==> config.mk <==
export PLATFORM = sky130hd
export DESIGN_NAME = row_scan_sequencer
export DESIGN_NICKNAME = d
export VERILOG_FILES = /design/src/rtl/row_scan_sequencer.sv
export SDC_FILE = /design/constraint.sdc
export NUM_CORES = 1
export LEC_CHECK = 0
export CAP_MARGIN = 30
export CORE_UTILIZATION = 52
export DETAILED_ROUTE_END_ITERATION = 6
export HOLD_SLACK_MARGIN = 0.1
export PLACE_DENSITY = 0.75
export REMOVE_ABC_BUFFERS = 1
export SLEW_MARGIN = 15
export SYNTH_ARGS = -nofsm -noshare
export SYNTH_HDL_FRONTEND = slang
export SYNTH_SLANG_ARGS = --single-unit
==> constraint.sdc <==
create_clock -name clk -period 4.62 [get_ports clk]
set_input_delay 0.693 -clock clk [delete_from_list [all_inputs] [get_ports clk]]
set_output_delay 0.693 -clock clk [all_outputs]
set_load 0.01 [all_outputs]
==> src/rtl/row_scan_sequencer.sv <==
// Row scanner for the LED matrix decoder: steps row_sel through 2^N rows with a dwell per row.
// Define SCAN_BLANKING_EN to insert a BLANK-cycle gap (row_ena low) before every row.
module row_scan_sequencer #(
  parameter int N     = 2,
  parameter int DWELL = 1000,
  parameter int BLANK = 4
) (
  input  logic         clk,
  input  logic         rst,
  input  logic         run,
  output logic [N-1:0] row_sel,
  output logic         row_ena,
  output logic         row_load,
  output logic         frame_start
);

  localparam int MAXV = (DWELL > BLANK) ? DWELL : BLANK;
  localparam int CW   = (MAXV > 1) ? $clog2(MAXV) : 1;
  localparam logic [CW-1:0] DW_LAST = CW'(DWELL - 1);

`ifdef SCAN_BLANKING_EN
  localparam logic [CW-1:0] BL_LAST = CW'(BLANK - 1);
  typedef enum logic [1:0] {S_IDLE, S_BLANK, S_DWELL} state_t;
`else
  typedef enum logic [0:0] {S_IDLE, S_DWELL} state_t;
`endif

  state_t        state;
  logic [CW-1:0] cnt;

  always_ff @(posedge clk or posedge rst) begin
    if (rst) begin
      state       <= S_IDLE;
      cnt         <= '0;
      row_sel     <= '0;
      row_ena     <= 1'b0;
      row_load    <= 1'b0;
      frame_start <= 1'b0;
    end else begin
      row_load    <= 1'b0;
      frame_start <= 1'b0;
      case (state)
        S_IDLE: begin
          if (run) begin
            cnt      <= '0;
            row_sel  <= '0;
            row_load <= 1'b1;
`ifdef SCAN_BLANKING_EN
            state    <= S_BLANK;
`else
            state       <= S_DWELL;
            row_ena     <= 1'b1;
            frame_start <= 1'b1;
`endif
          end
        end
`ifdef SCAN_BLANKING_EN
        S_BLANK: begin
          if (cnt == BL_LAST) begin
            state       <= S_DWELL;
            cnt         <= '0;
            row_ena     <= 1'b1;
            frame_start <= (row_sel == '0);
          end else begin
            cnt <= cnt + 1'b1;
          end
        end
`endif
        S_DWELL: begin
          if (cnt == DW_LAST) begin
            cnt <= '0;
            // run is only honoured here, so a row always completes its full slot
            if (run) begin
              row_sel  <= row_sel + 1'b1;
              row_load <= 1'b1;
`ifdef SCAN_BLANKING_EN
              state    <= S_BLANK;
              row_ena  <= 1'b0;
`else
              frame_start <= (row_sel == '1);
`endif
            end else begin
              state   <= S_IDLE;
              row_sel <= '0;
              row_ena <= 1'b0;
            end
          end else begin
            cnt <= cnt + 1'b1;
          end
        end
        default: state <= S_IDLE;
      endcase
    end
  end

endmodule

# == After elaboration in Yosys (flattened, before gate mapping) ==
# Index checks and enable logic that the tools add are counted.
# totals
out_inout_bits,5
input_bits,3
reg_bits,16
wordCells,35
# classes
n_reduce_logical,2
bitwise,1
add_sub_neg,2
n_eq_ne,5
n_mux,19
# op_table
operator,n
10-bit two-way mux,2
10-bit one-hot mux with 2 select lines,1
10-bit by 1-bit adder with 10-bit output (second input constant),1
10-bit equality test (second input constant),1
1-bit two-way mux,8
1-bit one-hot mux with 2 select lines,4
2-bit two-way mux,3
2-bit inequality test (second input constant),2
2-bit one-hot mux with 2 select lines,1
3-bit AND reduction,1
2-bit by 1-bit adder with 2-bit output (second input constant),1
2-bit equality test (second input constant),1
2-bit by 1-bit inequality test with 1-bit output (second input constant),1
2-bit AND reduction,1
1-bit NOT,1

# == Depth between registers and ports, before layout ==
# Gate-level depths: netlist of the first run.
# depth
depth_word,4
mapped_depth,5
ltp_nobuf,5

# == Least setup slack after synthesis of the first run ==
# No wires, ideal clock.
# synth_path
path_type,register to register
startpoint,register cnt[0]
endpoint,register cnt[7]
path_stages_with_launch,6
setup_ns,0.118
period_less_slack_ns,1.642
arrival_time_ns,1.524
n_path_buf,0
slack_ns,2.978
t_required_ns,4.502
path_cell_list,dfrtp_1 -> ha_1 -> nand3b_4 -> o41ai_4 -> o22ai_1 -> a21o_1
# synth_between
elab_chain_cells,3
elab_cells_between_ends,4
cone_classes,add/sub (1); eq/ne (1); mux (2)
# synth_rtl
item,line,text
from (decl),29,logic [CW-1:0] cnt;
from (signal assigned),88,cnt <= cnt + 1'b1;
10-bit by 1-bit adder with 10-bit output or 10-bit equality test (tied branches),"88, 70",
10-bit two-way mux *,70,if (cnt == DW_LAST) begin
10-bit one-hot mux with 2 select lines *,42,case (state)
# Mark *: on every way between the ends. The rest lies on a longest branch, timed or not.
# A chain may end at the register's enable or synchronous reset.

# == Worst setup path in the final report of the first run ==
# layout_path
startpoint,register row_sel[0]
endpoint,output port row_sel[0]
# layout_lines
item,line,text
from (decl),11,"output logic [N-1:0] row_sel,"
from (signal assigned),74,row_sel <= row_sel + 1'b1;
# No word-level cell between the ends.

==> results of run 1 <==
[path summary, 6_finish.rpt]
check | from | to | slack [ps] | depth (start not counted)
setup / recovery | row_sel[0]$_DFFE_PP0P_ | row_sel[0] | 2670 | 1
hold / removal | cnt[0]$_DFFE_PP0P_ | cnt[0]$_DFFE_PP0P_ | 560 | 1
setup reg to reg | cnt[0]$_DFFE_PP0P_ | cnt[7]$_DFFE_PP0P_ | 2710 | 5
hold reg to reg | cnt[0]$_DFFE_PP0P_ | cnt[0]$_DFFE_PP0P_ | 560 | 1
max in group asynchronous | rst | row_load$_DFF_PP0_ | 3460 | 2
min in group asynchronous | rst | frame_start$_DFF_PP0_ | 770 | 2
[metrics by stage]
stage	instance area [um^2]	instances	util, %	hold WS [ps]
4_1_cts	962	110	63.9	562
5_1_grt	962	110	63.9	592
3_3_place_gp	926	106	61.5	536
6_report	962	110	63.9	559
2_1_floorplan	836	83	-	495
3_5_place_dp	926	106	61.5	536
[flip-flops by register name, summed over array words and instances, names as in the netlist]
register,count
cnt,10
row_sel,2
frame_start,1
row_ena,1
row_load,1
state,1
[cell families (layout without fill, tap and decap cells)]
kind of cell	Yosys count	in the layout	share of synthesized area, %
compound gates	19	19	17.4
xor+xnor	2	2	2.09
fa+ha+maj	2	2	2.98
buf+inv	4	14	1.79
flops	16	16	47.7
simple gates	41	41	28.0
[metal layers]
metal	vias to the layer above	share of wire (%)	track usage (%)
li1	332	-	-
met1	320	54	31.3
met2	12	41	28.3
met3	4	3.5	3.88
met4	0	1.5	9.38
met5	-	0	0
[layout by cell type, fill, tap and decap left out, types with 2 or more instances in the layout]
master	instances
dfrtp_1	16
nand3b_1	2
clkbuf_4	3
a31o_2	2
nand4_1	3
nor2_1	6
o21ai_0	5
a21o_1	2
nand3_1	5
nand2_1	16
clkdlybuf4s50_1	7
o31ai_1	2
a21oi_1	2
ha_1	2
inv_1	2
o211ai_1	2
[area by class of cell]
class / instances / area [um^2]
tap: 16 / 20.0
inverter: 3 / 11.3
timing repair buffer: 7 / 70.1
sequential: 16 / 400
multi-input combinational: 64 / 424
fill: 122 / 544
clock buffer: 4 / 36.3
[report_power, final]
part	switching (mW)	total, mW	internal, mW
combinational	0.00404	0.00569	0.00165
sequential	0	0.140	0.140
clock	0.0455	0.0935	0.0480
total	0.0496	0.239	0.190
==> metrics.txt, run 1 <==
status finished clean; Area Overhead vs Synth 14.6%; Seq/Total Area, Yosys 47.7%; # IOs 8; Max clock buf depth 2; type of the worst min-delay path reg -> reg; Synth cell types 31; Slowest cell on crit path clkdlybuf4s50_1; Buffers on Ports 7; Nets 100; first-pass GRT wire length 2.80 mm; Core Footprint 1510 um^2; RSZ-0062 raised after global routing no; min cycle time layout 1950 ps; Initial DRT Pass Iterations 4; Post-synth top flop dfrtp_1; Vert. Die Dim 42.2 um; ys async rst share 100%; DRT antenna net count 0; cts bufs inserted 3; Fin Clk Skew 0.516 ps; clk slew on worst S/H paths 90 ps; Row Count 14; Initial Util 55.7%; largest net degree at the start of global routing 17; Worst setup SP type register; share of the synthesized area in the top cell type 47.7%; setup bufs post-CTS 0; Post-synth EDFFs 0; final wirelength 1.58 mm; kind of end point of the critical path output port; Root Buffer clkbuf_4; die footprint 1780 um^2; Max Freq 0.513 GHz; Max VDD drop 168 uV; total global routing overflow 0; WS Path Type reg -> out; hold violation total from the final report 0; post-synthesis cell count 84; relative slew slack 56.7%; Synth top cells by count dfrtp_1 (16), nand2_1 (16), nor2_1 (6); DP Worst Slack 2520 ps; CTS Hold Buffers Added 0; Detail Placement HPWL 1.13 mm; Total Power 0.239 mW; part of the cycle the worst path needs 42.2%; CTS tree built; critical path cell sequence clkdlybuf4s50_1; Resize count post-CTS 0; Crit path max-delay family buffers and inverters; Power per Cell Area 249 nW/um^2; total negative slack 0 ps; Worst Max-Slew Pin Slew 647 ps; Chip Width 42.2 um; Via density 6.07; CP Max Fanout 5; Max Slew Vio Count 0; H-Tree Depth 1; Buffers & Inverters on Critical Path 1; Yosys top cell by area dfrtp_1; Detailed Route Iter0 Violations 17; Post-Syn Area 840 um^2; initial antenna violation count 0; clock sinks 16; synth top area cells dfrtp_1 (48%), nand2_1 (7.2%), o41ai_4 (3.3%); yosys warns 0; WP data required 3930 ps; worst skew pair latency 290 ps; Pleak 0.390 nW; Routability Congestion 0.781; vias in the first global route 614; biggest cell delay along the critical path 560 ps; DRC violations left 0; WL/cell 14.3 um; Seq cells post-synth 16; n_diodes 0; GR Util All Layers 20.6%; Via Count 668; maxcap violations 0; final worst setup slack 2670 ps; Finish-stage setup viols 0; arrival time worst endpoint 1250 ps; syn_area_per_cell 9.99 um^2; layout cell share with drive strength beyond 1 11.7%
Note: power is estimated with default switching activity, not from simulation.
==> inputs of run 2 (changes only) <==
Clock period 4.62 ns to 2 ns, I/O delays scaled along.
==> metrics.txt, run 2 (synthesized netlist as in run 1, its figures left out) <==
n_diodes 0 (unchanged); Reg2Reg Depth 5 (unchanged); min cycle time layout 1830 ps; total negative slack 0 ps (unchanged); vias in the first global route 650 (was 614); Initial DRT Pass Iterations 4 (unchanged); worst skew pair latency 280 ps (was 290 ps); Detailed Route Iter0 Violations 27 (was 17); first-pass GRT wire length 2.73 mm (was 2.80 mm); DRC violations left 0 (unchanged); DP Worst Slack 256 ps (was 2520 ps); setup bufs post-CTS 0 (unchanged); Initial Util 55.7% (unchanged); Buffers on Ports 7 (unchanged); largest net degree at the start of global routing 17 (unchanged); max reg flops 10 (unchanged); CTS Hold Buffers Added 0 (unchanged); Root Buffer clkbuf_4 (unchanged); H-Tree Depth 1 (unchanged); Fin Clk Skew 0.832 ps (was 0.516 ps); # IOs 8 (unchanged); Max VDD drop 420 uV (was 168 uV); Row Count 14 (unchanged); relative slew slack 61.1% (was 56.7%); die footprint 1780 um^2 (unchanged); kind of end point of the critical path register (was output port); final wirelength 1.67 mm (was 1.58 mm); Final Hold Slack 372 ps (was 559 ps); GR Util All Layers 20.2% (was 20.6%); WL/cell 14.5 um (was 14.3 um); CTS tree built (unchanged); Worst Max-Slew Pin Slew 583 ps (was 647 ps); WS Path Type reg -> reg (was reg -> out); most frequent cells in the layout nand2_1 (16), dfrtp_1 (16), clkdlybuf4s50_1 (7), nor2_1 (6) (unchanged); Total Power 0.550 mW (was 0.239 mW); Resize count post-CTS 0 (unchanged); Worst setup SP type register (unchanged); CP Max Fanout 7 (was 5); Pleak 0.416 nW (was 0.390 nW); Worst path depth 5 (was 1); Core Footprint 1510 um^2 (unchanged); clk slew on worst S/H paths 100 ps (was 90 ps); Nets 105 (was 100); biggest cell delay along the critical path 480 ps (was 560 ps); initial antenna violation count 0 (unchanged); Max clock buf depth 2 (unchanged); Routability Congestion 0.822 (was 0.781); Detail Placement HPWL 1.21 mm (was 1.13 mm); Buffers & Inverters on Critical Path 0 (was 1); WP data required 2180 ps (was 3930 ps); clock sinks 16 (unchanged); Power per Cell Area 551 nW/um^2 (was 249 nW/um^2); hold violation total from the final report 0 (unchanged); Vert. Die Dim 42.2 um (unchanged); final worst setup slack 175 ps (was 2670 ps); Chip Width 42.2 um (unchanged); critical path cell sequence ha_1, nand3b_4, nor4_4, nor2_1, a31o_2 (was clkdlybuf4s50_1); type of the worst min-delay path in -> async (was reg -> reg); Reg with most FFs cnt (unchanged); layout cell share with drive strength beyond 1 16.2% (was 11.7%); Via Count 716 (was 668); Max Slew Vio Count 0 (unchanged); DRT antenna net count 0 (unchanged); maxcap violations 0 (unchanged); arrival time worst endpoint 2010 ps (was 1250 ps); part of the cycle the worst path needs 91.3%; Area Overhead vs Synth 19.1% (was 14.6%); status finished clean (unchanged); RSZ-0062 raised after global routing no (unchanged); Finish-stage setup viols 0 (unchanged); cts bufs inserted 3 (unchanged); Max Freq 0.548 GHz; Via density 6.23 (was 6.07); top flop regs cnt (10), row_sel (2) (unchanged); Slowest cell on crit path nor4_4 (was clkdlybuf4s50_1); Crit path max-delay family simple AND/OR/NAND/NOR gates (was buffers and inverters); total global routing overflow 0 (unchanged)
## run 2: cell count changes in the layout (fill, tap and decap cells not counted), sizes merged
cell / before / now
buf: 0 / 5
## run 2: cell type report
type                       count  area [um^2]
timing repair buffer          12          108
fill                         110          507
multi-input combinational     64          424
inverter                       3         11.3
sequential                    16          400
clock buffer                   4         36.3
tap                           16         20.0
## run 2: stage by stage
step | area [um^2] | std cells | util [%]
after global placement | 963 | 111 | 64.0
after floorplan | 836 | 83 | -
after detailed placement | 963 | 111 | 64.0
after global routing | 1000 | 115 | 66.4
after CTS | 1000 | 115 | 66.4
final | 1000 | 115 | 66.4
## run 2: final timing paths
path | from | endpoint | slack, ps
setup / recovery | cnt[0]$_DFFE_PP0P_ | cnt[8]$_DFFE_PP0P_ | 170
hold / removal | rst | cnt[9]$_DFFE_PP0P_ | 370
setup reg to reg | cnt[0]$_DFFE_PP0P_ | cnt[8]$_DFFE_PP0P_ | 170
hold reg to reg | cnt[7]$_DFFE_PP0P_ | cnt[7]$_DFFE_PP0P_ | 550
max in group asynchronous | rst | row_load$_DFF_PP0_ | 1250
min in group clk | cnt[7]$_DFFE_PP0P_ | cnt[7]$_DFFE_PP0P_ | 550
## run 2: worst reg2reg max path: stages (launching register included)
cell	delay [ps]
dfrtp_1	430
ha_1	300
nand3b_4	140
nor4_4	480
nor2_1	130
a31o_2	250
## run 2: where the power goes
| part | total (mW) | switching, mW | internal, mW |
|---|---|---|---|
| registers | 0.323 | 0 | 0.323 |
| logic | 0.0130 | 0.00914 | 0.00382 |
| clock network | 0.214 | 0.103 | 0.111 |
| total | 0.550 | 0.113 | 0.438 |
## run 2: routing by layer
| layer | up-vias | track usage, % | share of wire [%] |
|---|---|---|---|
| met3 | 2 | 4.31 | 7.0 |
| met5 | - | 0 | 0 |
| li1 | 340 | - | - |
| met1 | 343 | 28.3 | 48 |
| met4 | 0 | 11.9 | 0.54 |
| met2 | 31 | 28.6 | 45 |
==> inputs of run 3 (changes only) <==
Settings changed: CTS_BUF_LIST set to sky130_fd_sc_hd__clkbuf_16.
==> metrics.txt, run 3 (synthesized netlist as in run 1, its figures left out) <==
status finished clean (unchanged); GR Util All Layers 21.9% (was 20.2%); Max VDD drop 504 uV (was 420 uV); Reg with most FFs cnt (unchanged); # IOs 8 (unchanged); relative slew slack 61.2% (was 61.1%); Combinational Power Share 1.8% (was 2.4%); Via density 6.17 (was 6.23); Finish-stage setup viols 0 (unchanged); DRT antenna net count 0 (unchanged); Core Footprint 1510 um^2 (unchanged); net switching power 0.134 mW (was 0.113 mW); layout cell share with drive strength beyond 1 15.2% (was 16.2%); first-pass GRT wire length 2.85 mm (was 2.73 mm); Final Hold Slack 419 ps (was 372 ps); Root Buffer clkbuf_16 (was clkbuf_4); Layout fillers 105 (was 110); vias in the first global route 672 (was 650); final wirelength 1.73 mm (was 1.67 mm); type of the worst min-delay path in -> async (unchanged); reg2reg start cnt[0]$_DFFE_PP0P_ (unchanged); biggest cell delay along the critical path 460 ps (was 480 ps); H-Tree Depth 1 (unchanged); CP Max Fanout 7 (unchanged); DRC violations left 0 (unchanged); sw frac 18.4% (was 20.5%); WL/cell 15.1 um (was 14.5 um); hold violation total from the final report 0 (unchanged); Power per Cell Area 698 nW/um^2 (was 551 nW/um^2); CTS tree built (unchanged); die footprint 1780 um^2 (unchanged); Clk pwr share 53.6% (was 38.9%); Max clock buf depth 2 (unchanged); CTS Hold Buffers Added 0 (unchanged); Via Count 709 (was 716); top flop regs cnt (10), row_sel (2) (unchanged); max reg flops 10 (unchanged); initial antenna violation count 0 (unchanged); most frequent cells in the layout nand2_1 (16), dfrtp_1 (16), clkdlybuf4s50_1 (7), nor2_1 (6) (unchanged); Buffers on Ports 7 (unchanged); FF/Latch Area 400 um^2 (unchanged); worst skew pair latency 250 ps (was 280 ps); total negative slack 0 ps (unchanged); Area Overhead vs Synth 24.1% (was 19.1%); WS Path Type reg -> reg (unchanged); Initial Util 55.7% (unchanged); Chip Width 42.2 um (unchanged); Slowest cell on crit path nor4_4 (unchanged); kind of end point of the critical path register (unchanged); Routability Congestion 0.822 (unchanged); part of the cycle the worst path needs 89.2% (was 91.3%); arrival time worst endpoint 1920 ps (was 2010 ps); critical path cell sequence ha_1, nand3b_4, nor4_4, nor2_1, a31o_2 (unchanged); Fin Clk Skew 1.55 ps (was 0.832 ps); Detailed Route Iter0 Violations 12 (was 27); Detail Placement HPWL 1.21 mm (unchanged); Reg power frac 44.6% (was 58.7%); setup bufs post-CTS 0 (unchanged); Critical Path Source cnt[0]$_DFFE_PP0P_ (unchanged); RSZ-0062 raised after global routing no (unchanged); cts bufs inserted 3 (unchanged); clk slew on worst S/H paths 50 ps (was 100 ps); min cycle time layout 1780 ps (was 1830 ps); Max Freq 0.561 GHz (was 0.548 GHz); Initial DRT Pass Iterations 4 (unchanged); maxcap violations 0 (unchanged); Nets 105 (unchanged); Resize count post-CTS 0 (unchanged); clock sinks 16 (unchanged); WP data required 2140 ps (was 2180 ps); largest net degree at the start of global routing 17 (unchanged); Vert. Die Dim 42.2 um (unchanged); internal power 0.594 mW (was 0.438 mW); n_diodes 0 (unchanged); Worst Max-Slew Pin Slew 581 ps (was 583 ps); Worst setup SP type register (unchanged); total global routing overflow 0 (unchanged); Max Slew Vio Count 0 (unchanged); Pleak 0.434 nW (was 0.416 nW); Row Count 14 (unchanged); area of the multi-input gates 424 um^2 (unchanged)
==> run 3: cell types whose count changed in the layout (fill, tap and decap cells not counted) <==
cell | previous run | this run
clkinv_1 | 1 | 2
clkbuf_8 | 1 | 0
clkbuf_16 | 0 | 3
clkbuf_4 | 3 | 0
==> run 3: metrics by stage <==
step | total power, mW | setup WS [ps] | util, % | instance area, um^2 | instances
2_1_floorplan | 0.336 | 358 | - | 836 | 83
3_3_place_gp | 0.343 | 307 | 64.0 | 963 | 111
3_5_place_dp | 0.343 | 256 | 64.0 | 963 | 111
4_1_cts | 0.733 | 234 | 69.2 | 1040 | 115
5_1_grt | 0.745 | 68.3 | 69.2 | 1040 | 115
6_report | 0.728 | 217 | 69.2 | 1040 | 115
==> run 3: layout make-up <==
class / instances / area share [%]
flip-flops and latches: 16 / 38.4
multi-input cells: 64 / 40.7
well taps: 16 / 1.92
repair buffers: 12 / 10.3
clock buffers: 3 / 7.20
inverters: 3 / 1.08
clock inverters: 1 / 0.360
==> run 3: metal layers <==
metal	routed length (um)	part of all wire (%)	up-vias	GRT usage (%)
met5	0	0	-	0
met4	28	1.6	0	14.4
met3	86	5.0	4	5.17
met2	802	46	19	31.7
met1	813	47	346	29.2
li1	-	-	340	-
==> run 3: worst paths after layout <==
| check | to | slack [ps] | depth (start not counted) |
|---|---|---|---|
| setup / recovery | cnt[8]$_DFFE_PP0P_ | 220 | 5 |
| hold / removal | cnt[6]$_DFFE_PP0P_ | 420 | 2 |
| setup reg to reg | cnt[8]$_DFFE_PP0P_ | 220 | 5 |
| hold reg to reg | cnt[7]$_DFFE_PP0P_ | 540 | 1 |
| max in group asynchronous | cnt[3]$_DFFE_PP0P_ | 1200 | 2 |
| min in group clk | cnt[7]$_DFFE_PP0P_ | 540 | 1 |
==> run 3: worst max-delay path, delay by kind of cell (launching register included) <==
family / cells / cell delay (ps)
simple gates: 3 / 730
fa+ha+maj: 1 / 300
flops: 1 / 400
compound gates: 1 / 250
==> run 3: power by group through the flow <==
stage / Combinational, mW / Clock [mW] / Sequential [mW]
after floorplan: 0.00617 / 0 / 0.330
after global placement: 0.0135 / 0 / 0.330
after detailed placement: 0.0135 / 0 / 0.330
after CTS: 0.0137 / 0.395 / 0.324
after global routing: 0.0151 / 0.406 / 0.324
final: 0.0132 / 0.390 / 0.324
